==> src/rtl/cmp_config_parser_if.sv <==
`default_nettype none
// ============================================================================
// Module   : cmp_config_parser_if
// Purpose  : Bundles the body-byte stream from the header stage and the
//            configuration bus towards the descrypt comparator.
// Ports    : stream   - din, pkt_end, empty (to parser), rd_en (from parser)
//            cmp side - cmp_busy (to parser); salt, num_hashes, hash_dout,
//                       hash_addr, hash_wr_en, config_valid, new_config,
//                       err (from parser)
// Modports : master - the parser's view; slave - the surrounding system.
// Revision : 1.0 - initial release
// ============================================================================
interface cmp_config_parser_if #(
    parameter int HASH_ADDR_WIDTH = 10
);
    logic [7:0]                 din;
    logic                       pkt_end;
    logic                       empty;
    logic                       rd_en;
    logic                       cmp_busy;
    logic [11:0]                salt;
    logic [15:0]                num_hashes;
    logic [34:0]                hash_dout;
    logic [HASH_ADDR_WIDTH-1:0] hash_addr;
    logic                       hash_wr_en;
    logic                       config_valid;
    logic                       new_config;
    logic [3:0]                 err;

    modport master (
        input  din, pkt_end, empty, cmp_busy,
        output rd_en, salt, num_hashes, hash_dout, hash_addr, hash_wr_en,
               config_valid, new_config, err
    );

    modport slave (
        output din, pkt_end, empty, cmp_busy,
        input  rd_en, salt, num_hashes, hash_dout, hash_addr, hash_wr_en,
               config_valid, new_config, err
    );
endinterface
`default_nettype wire

==> src/rtl/cmp_config_parser.sv <==
`default_nettype none
// ============================================================================
// Module   : cmp_config_parser
// Purpose  : Parses the body of a cmp_config packet (salt, hash count, hash
//            list, trailing magic byte) and loads the comparator's salt,
//            hash count and hash RAM. Raises sticky error flags on a bad
//            count, bad magic, length mismatch or (optionally) unsorted hashes.
// Ports    : clk    - packet-comm clock
//            rst_n  - asynchronous active-low reset
//            bus    - cmp_config_parser_if.master (byte stream + comparator bus)
// Options  : CMP_CONFIG_SORT_CHECK_EN - when defined, each hash is compared
//            with the previous one; a strictly smaller value sets err[3].
// Revision : 1.0 - initial release
// ============================================================================
module cmp_config_parser #(
    parameter int         HASH_ADDR_WIDTH = 10,
    parameter int         HASH_MAX        = 1024,
    parameter logic [7:0] MAGIC           = 8'hCC
) (
    input  wire logic             clk,
    input  wire logic             rst_n,
    cmp_config_parser_if.master   bus
);

    localparam logic [16:0] c_HASH_MAX = 17'(HASH_MAX);

    typedef enum logic [3:0] {
        S_SALT0   = 4'd0,
        S_SALT1   = 4'd1,
        S_CNT0    = 4'd2,
        S_CNT1    = 4'd3,
        S_HASH    = 4'd4,
        S_MAGIC   = 4'd5,
        S_DONE    = 4'd6,
        S_DISCARD = 4'd7
    } state_t;

    state_t                     r_state;
    state_t                     w_state_next;

    logic [11:0]                r_salt;
    logic [15:0]                r_num_hashes;
    logic [31:0]                r_shift;       // previous four bytes of the current hash
    logic [2:0]                 r_byte_cnt;
    logic [15:0]                r_hash_cnt;
    logic [34:0]                r_hash_dout;
    logic [HASH_ADDR_WIDTH-1:0] r_hash_addr;
    logic                       r_hash_wr_en;
    logic                       r_config_valid;
    logic                       r_new_config;
    logic [2:0]                 r_err;
    logic                       w_err3;

    logic                       w_rd_en;
    logic [15:0]                w_count;
    logic                       w_count_bad;
    logic [34:0]                w_hash;
    logic                       w_hash_last_byte;
    logic                       w_last_hash;
    logic                       w_sort_err;
    logic                       w_magic_ok;

    // Reset gates the read strobe so nothing is consumed while held in reset.
    assign w_rd_en = rst_n && !bus.empty
                   && !(r_state == S_SALT0 && bus.cmp_busy)
                   && (r_state != S_DONE);

    assign w_count          = {bus.din, r_num_hashes[7:0]};
    assign w_count_bad      = (w_count == 16'd0) || ({1'b0, w_count} > c_HASH_MAX);
    // Little-endian: the incoming byte is the most significant of the five.
    assign w_hash           = {bus.din[2:0], r_shift};
    assign w_hash_last_byte = (r_byte_cnt == 3'd4);
    assign w_last_hash      = (r_hash_cnt == (r_num_hashes - 16'd1));
    assign w_magic_ok       = (bus.din == MAGIC);

`ifdef CMP_CONFIG_SORT_CHECK_EN
    logic [34:0] r_prev_hash;
    logic        r_sort_err;

    assign w_sort_err = (r_hash_cnt != 16'd0) && (w_hash < r_prev_hash);
    assign w_err3     = r_sort_err;

    always_ff @(posedge clk or negedge rst_n) begin
        if (!rst_n) begin
            r_prev_hash <= '0;
            r_sort_err  <= 1'b0;
        end else if (w_rd_en && r_state == S_HASH && w_hash_last_byte) begin
            r_prev_hash <= w_hash;
            if (w_sort_err) begin
                r_sort_err <= 1'b1;
            end
        end
    end
`else
    assign w_sort_err = 1'b0;
    assign w_err3     = 1'b0;
`endif

    // ------------------------------------------------------------------
    // FSM state register
    // ------------------------------------------------------------------
    always_ff @(posedge clk or negedge rst_n) begin
        if (!rst_n) begin
            r_state <= S_SALT0;
        end else begin
            r_state <= w_state_next;
        end
    end

    // ------------------------------------------------------------------
    // FSM next state. A pkt_end seen before the magic byte is a truncated
    // body; that byte is still consumed and parsing restarts.
    // ------------------------------------------------------------------
    always_comb begin
        w_state_next = r_state;
        case (r_state)
            S_SALT0: if (w_rd_en) w_state_next = bus.pkt_end ? S_SALT0 : S_SALT1;
            S_SALT1: if (w_rd_en) w_state_next = bus.pkt_end ? S_SALT0 : S_CNT0;
            S_CNT0:  if (w_rd_en) w_state_next = bus.pkt_end ? S_SALT0 : S_CNT1;
            S_CNT1: begin
                if (w_rd_en) begin
                    if (bus.pkt_end)      w_state_next = S_SALT0;
                    else if (w_count_bad) w_state_next = S_DISCARD;
                    else                  w_state_next = S_HASH;
                end
            end
            S_HASH: begin
                if (w_rd_en) begin
                    if (bus.pkt_end)                          w_state_next = S_SALT0;
                    else if (w_hash_last_byte && w_sort_err)  w_state_next = S_DISCARD;
                    else if (w_hash_last_byte && w_last_hash) w_state_next = S_MAGIC;
                end
            end
            S_MAGIC: begin
                if (w_rd_en) begin
                    if (!bus.pkt_end)    w_state_next = S_DISCARD;
                    else if (w_magic_ok) w_state_next = S_DONE;
                    else                 w_state_next = S_SALT0;
                end
            end
            S_DONE:    w_state_next = S_SALT0;
            S_DISCARD: if (w_rd_en && bus.pkt_end) w_state_next = S_SALT0;
            default:   w_state_next = S_SALT0;
        endcase
    end

    // ------------------------------------------------------------------
    // Datapath: field capture, RAM write strobe, status and errors
    // ------------------------------------------------------------------
    always_ff @(posedge clk or negedge rst_n) begin
        if (!rst_n) begin
            r_salt         <= '0;
            r_num_hashes   <= '0;
            r_shift        <= '0;
            r_byte_cnt     <= '0;
            r_hash_cnt     <= '0;
            r_hash_dout    <= '0;
            r_hash_addr    <= '0;
            r_hash_wr_en   <= 1'b0;
            r_config_valid <= 1'b0;
            r_new_config   <= 1'b0;
            r_err          <= '0;
        end else begin
            r_hash_wr_en <= 1'b0;
            r_new_config <= 1'b0;
            if (w_rd_en) begin
                case (r_state)
                    S_SALT0: begin
                        r_salt[7:0]    <= bus.din;
                        r_config_valid <= 1'b0;
                        if (bus.pkt_end) r_err[2] <= 1'b1;
                    end
                    S_SALT1: begin
                        r_salt[11:8] <= bus.din[3:0];
                        if (bus.pkt_end) r_err[2] <= 1'b1;
                    end
                    S_CNT0: begin
                        r_num_hashes[7:0] <= bus.din;
                        if (bus.pkt_end) r_err[2] <= 1'b1;
                    end
                    S_CNT1: begin
                        r_num_hashes[15:8] <= bus.din;
                        r_hash_cnt         <= '0;
                        r_byte_cnt         <= '0;
                        if (bus.pkt_end)      r_err[2] <= 1'b1;
                        else if (w_count_bad) r_err[0] <= 1'b1;
                    end
                    S_HASH: begin
                        r_shift <= {bus.din, r_shift[31:8]};
                        if (w_hash_last_byte) begin
                            r_byte_cnt   <= '0;
                            r_hash_wr_en <= 1'b1;
                            r_hash_dout  <= w_hash;
                            r_hash_addr  <= r_hash_cnt[HASH_ADDR_WIDTH-1:0];
                            r_hash_cnt   <= r_hash_cnt + 16'd1;
                        end else begin
                            r_byte_cnt <= r_byte_cnt + 3'd1;
                        end
                        if (bus.pkt_end) r_err[2] <= 1'b1;
                    end
                    S_MAGIC: begin
                        if (!w_magic_ok) r_err[1] <= 1'b1;
                        if (!bus.pkt_end) begin
                            r_err[2] <= 1'b1;
                        end else if (w_magic_ok) begin
                            // Valid and new_config rise together, one cycle after the magic byte.
                            r_new_config   <= 1'b1;
                            r_config_valid <= 1'b1;
                        end
                    end
                    default: ;
                endcase
            end
        end
    end

    assign bus.rd_en        = w_rd_en;
    assign bus.salt         = r_salt;
    assign bus.num_hashes   = r_num_hashes;
    assign bus.hash_dout    = r_hash_dout;
    assign bus.hash_addr    = r_hash_addr;
    assign bus.hash_wr_en   = r_hash_wr_en;
    assign bus.config_valid = r_config_valid;
    assign bus.new_config   = r_new_config;
    assign bus.err          = {w_err3, r_err};

endmodule
`default_nettype wire

==> src/flat_wrapper.sv <==
// flat-port wrapper written by rule: the top's interface ports become plain ports
module cmp_config_parser_flat 
#(
    parameter int         HASH_ADDR_WIDTH = 10,
    parameter int         HASH_MAX        = 1024,
    parameter logic [7:0] MAGIC           = 8'hCC
)
  (clk, rst_n, bus_din, bus_pkt_end, bus_empty, bus_cmp_busy, bus_rd_en, bus_salt, bus_num_hashes, bus_hash_dout, bus_hash_addr, bus_hash_wr_en, bus_config_valid, bus_new_config, bus_err);
  cmp_config_parser_if #(.HASH_ADDR_WIDTH(HASH_ADDR_WIDTH)) bus_i ();
  input  wire logic clk;
  input  wire logic rst_n;
  input wire logic [$bits(bus_i.din)-1:0] bus_din;
  input wire logic [$bits(bus_i.pkt_end)-1:0] bus_pkt_end;
  input wire logic [$bits(bus_i.empty)-1:0] bus_empty;
  input wire logic [$bits(bus_i.cmp_busy)-1:0] bus_cmp_busy;
  output wire logic [$bits(bus_i.rd_en)-1:0] bus_rd_en;
  output wire logic [$bits(bus_i.salt)-1:0] bus_salt;
  output wire logic [$bits(bus_i.num_hashes)-1:0] bus_num_hashes;
  output wire logic [$bits(bus_i.hash_dout)-1:0] bus_hash_dout;
  output wire logic [$bits(bus_i.hash_addr)-1:0] bus_hash_addr;
  output wire logic [$bits(bus_i.hash_wr_en)-1:0] bus_hash_wr_en;
  output wire logic [$bits(bus_i.config_valid)-1:0] bus_config_valid;
  output wire logic [$bits(bus_i.new_config)-1:0] bus_new_config;
  output wire logic [$bits(bus_i.err)-1:0] bus_err;
  assign bus_i.din = bus_din;
  assign bus_i.pkt_end = bus_pkt_end;
  assign bus_i.empty = bus_empty;
  assign bus_i.cmp_busy = bus_cmp_busy;
  assign bus_rd_en = bus_i.rd_en;
  assign bus_salt = bus_i.salt;
  assign bus_num_hashes = bus_i.num_hashes;
  assign bus_hash_dout = bus_i.hash_dout;
  assign bus_hash_addr = bus_i.hash_addr;
  assign bus_hash_wr_en = bus_i.hash_wr_en;
  assign bus_config_valid = bus_i.config_valid;
  assign bus_new_config = bus_i.new_config;
  assign bus_err = bus_i.err;
  cmp_config_parser #(.HASH_ADDR_WIDTH(HASH_ADDR_WIDTH), .HASH_MAX(HASH_MAX), .MAGIC(MAGIC)) u_core (.clk(clk), .rst_n(rst_n), .bus(bus_i));
endmodule
==> config.mk <==
export PLATFORM = sky130hd
export DESIGN_NAME = cmp_config_parser_flat
export DESIGN_NICKNAME = d
export VERILOG_FILES = /design/src/rtl/cmp_config_parser_if.sv /design/src/rtl/cmp_config_parser.sv /design/src/flat_wrapper.sv
export SDC_FILE = /design/constraint.sdc
export NUM_CORES = 1
export LEC_CHECK = 0
export CAP_MARGIN = 15
export CORE_MARGIN = 2
export CORE_UTILIZATION = 35
export DETAILED_ROUTE_END_ITERATION = 16
export GPL_TIMING_DRIVEN = 0
export PLACE_DENSITY = 0.59
export SLEW_MARGIN = 15
export SYNTH_ARGS = -nofsm -noshare
export SYNTH_HDL_FRONTEND = slang
export SYNTH_SLANG_ARGS = --single-unit
==> constraint.sdc <==
create_clock -name clk -period 6.8 [get_ports clk]
set_clock_uncertainty 0.05 [all_clocks]
set_input_delay 1.02 -clock clk [delete_from_list [all_inputs] [get_ports clk]]
set_output_delay 1.02 -clock clk [all_outputs]
set_load 0.02 [all_outputs]
==> results of run 1 <==
## per-layer routing
layer  up-vias  share of wire (%)  wire, um  GRT usage, %
met5         -                  0         0             0
met4         0               0.87       127         6.134
met3         8                5.1       756         4.580
met2        93                 46      6782         25.66
met1      2167                 48      7015         23.72
li1       2080                  -         -             -
## registers in the layout, indices dropped and copies added (netlist names)
signal	count
u_core.r_err	3
u_core.r_byte_cnt	3
u_core.r_state	3
u_core.bus.config_valid	1
u_core.bus.hash_dout	35
u_core.bus.hash_wr_en	1
u_core.bus.hash_addr	10
u_core.bus.salt	12
u_core.bus.num_hashes	16
u_core.bus.new_config	1
u_core.r_hash_cnt	16
u_core.r_shift	32
## power by group through the flow
stage	sequential (mW)	combinational (mW)	clock [mW]
after floorplan	1.16	0.402	0
after global placement	1.09	0.789	0
after detailed placement	1.09	0.802	0
after CTS	1.08	0.806	0.927
after global routing	1.10	0.871	0.967
final	1.08	0.801	0.906
## Yosys cell counts (3+ instances only)
library cell / n / share of area [%]
dfrtp_1: 133 / 55
nand2_1: 113 / 7.0
mux2_2: 73 / 14
nor2_1: 30 / 1.9
xor2_1: 16 / 2.3
o21ai_0: 15 / 1.2
clkbuf_1: 13 / 0.81
xnor2_1: 13 / 1.9
nand3_1: 11 / 0.91
inv_1: 10 / 0.62
nor3_1: 9 / 0.75
or3_1: 6 / 0.62
a21oi_1: 5 / 0.42
and3_1: 5 / 0.52
ha_1: 5 / 1.0
nand4_1: 5 / 0.52
nand2b_1: 4 / 0.42
o31ai_1: 4 / 0.50
and4_1: 3 / 0.44
buf_2: 3 / 0.25
mux2i_1: 3 / 0.50
nor2b_1: 3 / 0.31
nor4_2: 3 / 0.62
nor4b_1: 3 / 0.44
## worst register-to-register path, cell delays in order (launching register included)
cell and delay, ps:
dfrtp_1 440, inv_1 120, ha_1 280, nor4b_1 460, nand4b_1 180, a21oi_1 170, o221ai_1 140, nor4_2 400
nor2_2 100, mux2_2 280
## cell type report
type / instances / share of cell area, %
buffer: 22 / 1.517
clock buffer: 19 / 5.781
clock inverter: 13 / 1.741
inverter: 10 / 0.4791
multi-input combinational: 371 / 32.32
sequential: 133 / 42.48
tap: 220 / 3.513
timing repair buffer: 93 / 12.17
## cells by family (layout without fill, tap and decap cells)
group | Yosys count | in the layout | synth area share (%)
AO/OA/AOI/OAI | 48 | 48 | 5.532
XOR/XNOR | 29 | 29 | 4.221
adder cells (fa/ha/maj) | 5 | 5 | 1.040
buffers and inverters | 32 | 157 | 2.599
flip-flops | 133 | 133 | 55.31
multiplexers | 76 | 76 | 14.16
other | 1 | 1 | 0.06232
AND/OR/NAND/NOR | 212 | 212 | 17.07
## stage by stage
stage          total power [mW]  instance area (sq um)  utilization [%]  setup slack, ps
2_1_floorplan             1.558                   6017                -             4006
3_3_place_gp              1.877                   7213            43.19            -1964
3_5_place_dp              1.894                   7246            43.38             3013
4_1_cts                   2.814                   7835            46.91             3006
5_1_grt                   2.942                   7835            46.91             2854
6_report                  2.786                   7835            46.91             3005
## worst max path at each step
stage | cells past startpoint | end | startpoint | slack (ps)
2_1_floorplan | 3 | bus_rd_en | rst_n | 4010
3_3_place_gp | 5 | u_core.bus.hash_dout[4]$_DFFE_PN0P_ | rst_n | -1960
3_5_place_dp | 5 | bus_rd_en | bus_empty | 3010
4_1_cts | 5 | bus_rd_en | bus_empty | 3010
5_1_grt | 5 | bus_rd_en | bus_empty | 2850
6_report | 5 | bus_rd_en | bus_empty | 3000
==> flow_summary.yaml, run 1 <==
run_status:
  status: "finished, final reports clean"
timing:
  rsz0062_at_grt: "false"
  post-route-min-period_ps: 3795
  fmax_mhz: 263.5
  finalCritPeriodShare_pct: 55.81
  slew_headroom_pct: 47.51
  fin_tns_setup_ps: 0
  hold_viol_final: 0
  slew_violations: 0
  hold_ws_ps: 422.8
  finalSetupViolations: 0
  worst_pin_slew_ps: 783.1
pwr:
  p_seq_share_pct: 38.7
  p_leak_nw: 3.582
  p_per_area_mw_per_mm2: 355.6
  pwr-share-comb_pct: 28.8
  peakVddDrop_uv: 203.5
  p_clk_share_pct: 32.5
  swShare_pct: 33.92
  p_int_mw: 1.841
  p_sw_mw: 0.9451
die:
  pin_count: 94
  rows: 47
  dieArea_sq_mm: 0.01826
  start_util_pct: 36.03
  fp.coreArea_sq_mm: 0.01670
  die_h_um: 135.1
  die_x_um: 135.1
cells_and_area:
  area_growth_pct: 30.21
  n_antenna_cell: 0
  layout_common_cells: "dfrtp_1 (133), nand2_1 (113), clkdlybuf4s50_1 (91), mux2_2 (73), nor2_1 (30)"
  layout.cells.non_filler: 881
  fin_nets: 666
  regArea_sq_mm: 0.003328
  fillerInstances: 1570
  multi_input_area_sq_mm: 0.002532
  final_common_cell: "dfrtp_1"
  drive_gt1_share_pct: 19.97
setup_path:
  cpLargestDelayFamily: "buffers and inverters"
  ff2ff_setup_slack_ps: 4060
  r2r.worst_path.cells: 9
  cp.buffers_inverters: 2
  cp.required_ps: 5730
  crit_chain: "clkdlybuf4s50_1 -> nor2b_1 -> o21ai_4 -> nor2_1 -> clkdlybuf4s50_1"
  critPathMostFrequentCell: "clkdlybuf4s50_1"
  crit_type: "in2out"
  rr_startpoint: "u_core.bus.num_hashes[0]$_DFFE_PN0P_"
  cp_slowest_stage_delay_ps: 640
  worst_ep_arrival_time_ps: 2730
  crit-reg2reg-capture: "u_core.r_state[1]$_DFFE_PN0P_"
  startpoint_type: "primary input"
  cp_max_fo: 9
  worst_path_max_delay_cell: "clkdlybuf4s50_1"
  endpoint_kind: "primary output"
routing:
  drc: 0
  routed-via-count: 4348
  first_pass_iters: 4
  viasPerCell: 4.935
  ant_nets: 0
  drtIter0Drc: 224
  drt_wl_total_um: 14680
  wl_per_cell_um: 16.67
logic_synthesis:
  syn_avg_cell_area_sq_um: 11.23
  seq_area_frac_synth_pct: 55.31
  syn_nets: 554
  netlist_instances: 536
  synth-seq-cells: 133
  synth_area_sq_mm: 0.006017
  synth-main-ff-cell: "dfrtp_1"
  synth_async_sr_flop_share_pct: 100.0
  netlist-cell-type-count: 60
  yosysWarnings: 0
  synth_edf_count: 0
clock_network:
  cts_buffers: 17
  cts_buffer_depth: 2
  cts_resized: 0
  cts_hold_repair.buffers: 0
  cts_tree: "done"
  cts_sinks: 133
  clk_pin_slew_worst_paths_ps: 60
  cts-root-buf: "clkbuf_16"
  postCtsSetupBuffers: 0
  clk_latency_ps: 420
  cts_max_level: 4
flow_run:
  cap_violations: 0
grt:
  grt.total_usage_pct: 17.04
  grt-ovfl-total: 0
  antenna_found_initial: 0
  grt_max_degree: 93
  grt_pass1_vias: 4335
  grt_pass1_wl_um: 23820
min_path:
  hold_class: "reg2reg"
  hold_depth: 2
  worstHoldStart: "u_core.r_err[0]$_DFFE_PN0P_"
  min_to: "u_core.r_err[0]$_DFFE_PN0P_"
place:
  post-dp-hpwl_um: 10430
  portBuffers: 92
  placed_cells: 849
  gp_congestion: 0.8854
(Power assumes the default switching activity.)
==> inputs of run 2 (changes only) <==
Clock period 6.8 ns to 3.75 ns, I/O delays scaled along.
==> flow_summary.yaml, run 2 (synthesis gave the netlist of run 1 again) <==
cells_and_area:
  area_growth_pct: 30.38
  fin_nets: 667
  n_antenna_cell: 0
  largest_reg_flops: 35
  layout_common_cells: "dfrtp_1 (133), nand2_1 (113), clkdlybuf4s50_1 (91), mux2_2 (73), nor2_1 (30)"
  drive_gt1_share_pct: 19.94
  layout.cells.non_filler: 882
  final_common_cell: "dfrtp_1"
setup_path:
  startpoint_type: "primary input"
  ff2ff_setup_slack_ps: 1020
  r2r.worst_path.cells: 9
  worst_path_max_delay_cell: "clkdlybuf4s50_1"
  rr_startpoint: "u_core.bus.num_hashes[0]$_DFFE_PN0P_"
  cp_slowest_stage_delay_ps: 640
  crit-reg2reg-capture: "u_core.r_state[1]$_DFFE_PN0P_"
  cp_max_fo: 44
  worst_ep_arrival_time_ps: 2770
  cp.required_ps: 3140
  crit_chain: "dlygate4sd3_1 -> buf_8 -> nor2b_1 -> o21ai_4 -> nor2_1 -> clkdlybuf4s50_1"
  endpoint_kind: "primary output"
  crit_type: "in2out"
clock_network:
  cts-root-buf: "clkbuf_16"
  cts_max_level: 4
  cts_buffers: 17
  clk_pin_slew_worst_paths_ps: 60
  cts_buffer_depth: 2
  cts_tree: "done"
  clk_latency_ps: 430
  cts_resized: 0
  cts_sinks: 133
die:
  fp.coreArea_sq_mm: 0.01670
  rows: 47
  start_util_pct: 36.03
  die_h_um: 135.1
  die_x_um: 135.1
  dieArea_sq_mm: 0.01826
  pin_count: 94
routing:
  first_pass_iters: 4
  ant_nets: 0
  viasPerCell: 4.935
  wl_per_cell_um: 16.65
  routed-via-count: 4353
  drtIter0Drc: 230
  drc: 0
  drt_wl_total_um: 14680
min_path:
  hold_class: "reg2reg"
  hold_depth: 2
  worstHoldStart: "u_core.r_err[0]$_DFFE_PN0P_"
  min_to: "u_core.r_err[0]$_DFFE_PN0P_"
timing:
  finalCritPeriodShare_pct: 90.21
  worst_pin_slew_ps: 780.5
  fin_tns_setup_ps: 0
  slew_violations: 0
  post-route-min-period_ps: 3383
  finalSetupViolations: 0
  hold_viol_final: 0
  slew_headroom_pct: 47.68
  rsz0062_at_grt: "false"
  fmax_mhz: 295.6
place:
  placed_cells: 849
  portBuffers: 92
  gp_congestion: 0.8854
  post-dp-hpwl_um: 10430
pwr:
  power_mw: 5.051
  p_leak_nw: 3.586
  peakVddDrop_uv: 374.0
  p_per_area_mw_per_mm2: 643.9
grt:
  grt_max_degree: 93
  grt-ovfl-total: 0
  grt.total_usage_pct: 17.04
  grt_pass1_wl_um: 23820
  grt_pass1_vias: 4335
  antenna_found_initial: 0
run_status:
  status: "finished, final reports clean"
flow_run:
  cap_violations: 0
## run 2: changes by cell type in the layout (fill, tap and decap cells not counted)
cell / before / now
dlygate4sd3_1: 0 / 1
## run 2: through the flow
stage / cell area [sq um] / setup slack (ps) / hold WS [ps] / utilization [%]
final: 7845 / 367.1 / 422.1 / 46.97
after global routing: 7845 / 164.5 / 461.3 / 46.97
after CTS: 7845 / 348.7 / 428.7 / 46.97
after detailed placement: 7246 / 826.5 / 414.2 / 43.38
after global placement: 7213 / -4556 / 407.3 / 43.19
after floorplan: 6017 / 1298 / 216.9 / -
## run 2: layout make-up
class	count	area (sq um)
Clock buffer	19	452.9
Clock inverter	13	136.4
Multi-Input combinational cell	371	2532
Timing Repair Buffer	94	963.4
Inverter	10	37.54
Buffer	22	118.9
Fill cell	1570	8856
Tap cell	220	275.3
Sequential cell	133	3328
## run 2: worst max-delay path by stage
stage,from,endpoint,slack [ps],depth (start not counted)
after floorplan,u_core.bus.num_hashes[0]$_DFFE_PN0P_,u_core.r_state[0]$_DFFE_PN0P_,1300,9
after detailed placement,bus_din[2],u_core.bus.config_valid$_DFFE_PN0P_,830,8
final,rst_n,bus_rd_en,370,6
after global routing,rst_n,bus_rd_en,160,6
after global placement,rst_n,u_core.bus.hash_dout[4]$_DFFE_PN0P_,-4560,5
after CTS,rst_n,bus_rd_en,350,6
## run 2: power breakdown
part	internal, mW	switching [mW]	leakage [nW]
Combinational	0.699	0.754	1.53
Sequential	1.67	0.284	1.78
Clock	0.968	0.675	0.281
Total	3.34	1.71	3.59
## run 2: critical path: cells and delay by family
| family | cells | cell delay, ps |
|---|---|---|
| AOI/OAI and AO/OA | 1 | 160 |
| buffers and inverters | 3 | 1500 |
| and+or+nand+nor | 2 | 520 |
## run 2: what timing repair did
item,4_1_cts,5_1_grt
endpoints found under the setup margin,0,0
setup buffers,0,0
hold buffers,1,0
endpoints found under the hold margin,41,0
## run 2: metal layers
metal  global-route usage, %  wire length [um]  vias up
met5                       0                 0        -
met4                   6.134               240        0
met3                   4.542               734       17
met2                   25.66              6670      100
met1                   23.74              7039     2156
li1                        -                 -     2080
==> edit (flow settings as in run 2) <==
Register the output `bus.err`; this adds one clock of latency there.
--- a/src/rtl/cmp_config_parser.sv
+++ b/src/rtl/cmp_config_parser.sv
@@ -224,3 +224,5 @@
     assign bus.new_config   = r_new_config;
-    assign bus.err          = {w_err3, r_err};
+    always_ff @(posedge clk) begin
+        bus.err <= {w_err3, r_err};
+    end
 
Check against the original RTL: not equivalent (a bounded check fails within 4 cycles, from zero or initial values and one cycle with rst_n low).
==> edit against run 2 <==
- largest power group unchanged
- sequential cell count rose by 3
- register-to-register slack improved by 0.14 ns
- die area fell by 0.55%
- final area fell by 0.14%
- highest routed layer unchanged
- area after synthesis fell by 0.56%
- fmax rose by 11%
- sequential share of layout area rose by 0.83 points
- total power rose by 4.9%
- wire length fell by 2.0%
- via count rose by 1.4%
- setup slack improved by 0.34 ns
- non-clock buffer count did not move
==> edit: results <==
layout:
  largest_reg_flops: 35
  nets: 669
  drive_above_1_share: 0.169
  seqCellArea_mm2: 0.00339
  diodes: 0
  nFillCells: 1527
cts:
  clock_path_buffers: 2
  ctsResizeCount: 0
  postCtsSetupBuffers: 0
  numCtsBuffers: 17
  cts-htree-levels: 4
  clk_pin_slew_worst_paths_ns: 0.06
  clk_latency_ns: 0.42
  cts_hold_buf: 0
  ctsRootBufferMaster: "clkbuf_16"
grt:
  grt_start_max_net_pins: 88
  grt_use_total: 0.169
  grt_pass1_wl_mm: 23.9
  grt_antenna_before_repair: 0
  first_global_vias: 4509
drt:
  drtIter0Drc: 264
  dr.pass1.iters: 5
  post_drt_wl_per_cell_um: 16.3
  dr_total_vias: 4414
  drt-vias-per-instance: 4.99
pwr:
  p_sw_uw: 1740
  vdd_ir_drop_max_mv: 0.409
  powerClk_uw: 1770
  p_leak_uw: 0.00359
  seq_power_uw: 2070
timing:
  setup-violations-final: 0
  relSlewSlack: 0.501
worst_setup_path:
  path_delay_family: "buffers and inverters"
  slowest_delay_ns: 0.62
  cp.arrival_ns: 2.43
  crit_fanout: 49
  crit_slowest_cell: "clkdlybuf4s50_1"
yosys:
  seq_area_frac_synth: 0.566
  synth_compound_area_frac: 0.0579
  yosys.area_share.adder: 0.0105
  muxShareOfSynthArea: 0.139
  ys_types: 51
  synth_area_leaders: "dfrtp_1 56%, mux2_2 13%, nand2_1 7.5%"
  synth_nets: 558
  yosys_warnings: 0
  avgSynthCellArea_um2: 11.1
  synthXorXnorAreaFrac: 0.0483
  synth_commonest_cells: "133 x dfrtp_1, 119 x nand2_1, 71 x mux2_2, 31 x nor2_1, 23 x clkbuf_1"
  async_flop_share: 0.978
placement:
  place_area_mm2: 0.00720
  port_buffers: 91
  place.gp.congestion: 0.857
  dp_hpwl_mm: 10.4
  dp_cells: 852
run_status:
  outcome: "finished clean"
min_path:
  worst_hold_path_type: "input port to asynchronous set/reset pin"
[edit: path summary, 6_finish.rpt]
kind                                                      start                           endpoint  slack [ns]  cells past startpoint
setup / recovery                                          rst_n                          bus_rd_en        0.71                      5
max in group asynchronous                                 rst_n      u_core.r_state[1]$_DFFE_PN0P_        2.85                      2
min in group clk                    u_core.r_err[1]$_DFFE_PN0P_          u_core.bus.err[1]$_DFF_P_        0.33                      0
hold / removal                                            rst_n  u_core.r_hash_cnt[13]$_DFFE_PN0P_        0.03                      1
setup reg to reg           u_core.bus.num_hashes[8]$_DFFE_PN0P_      u_core.r_state[0]$_DFFE_PN0P_        1.16                      7
hold reg to reg                     u_core.r_err[1]$_DFFE_PN0P_          u_core.bus.err[1]$_DFF_P_        0.33                      0
[edit: stage by stage]
step	power, uW	TNS (ns)	setup slack (ns)
finish	5300	0	0.712
global route	5580	0	0.534
CTS	5360	0	0.693
detailed placement	3550	0	0.434
global placement	3510	-876.13	-3.99
floorplan	2900	0	1.38
[edit: cell type report]
| class | instances | share of cell area |
|---|---|---|
| plain buffers | 24 | 0.0120 |
| well taps | 220 | 0.0351 |
| flip-flops and latches | 136 | 0.433 |
| inverters | 7 | 0.00335 |
| multi-input cells | 373 | 0.316 |
| repair buffers | 92 | 0.120 |
| clock buffers | 18 | 0.0561 |
| clock inverters | 14 | 0.0251 |
[edit: per-layer routing]
metal	up-vias	routed length (um)	global-route usage
met5	-	0	0
met4	0	260	0.0643
met3	19	991	0.0450
met2	142	6760	0.267
met1	2177	6380	0.223
li1	2076	-	-
[edit: kinds of logic after synthesis]
logic type / Yosys count
AND/OR/NAND/NOR: 206
flip-flops: 136
multiplexers: 74
AO/OA/AOI/OAI: 54
XOR/XNOR: 33
buffers and inverters: 31
adder cells (fa/ha/maj): 5
other: 1
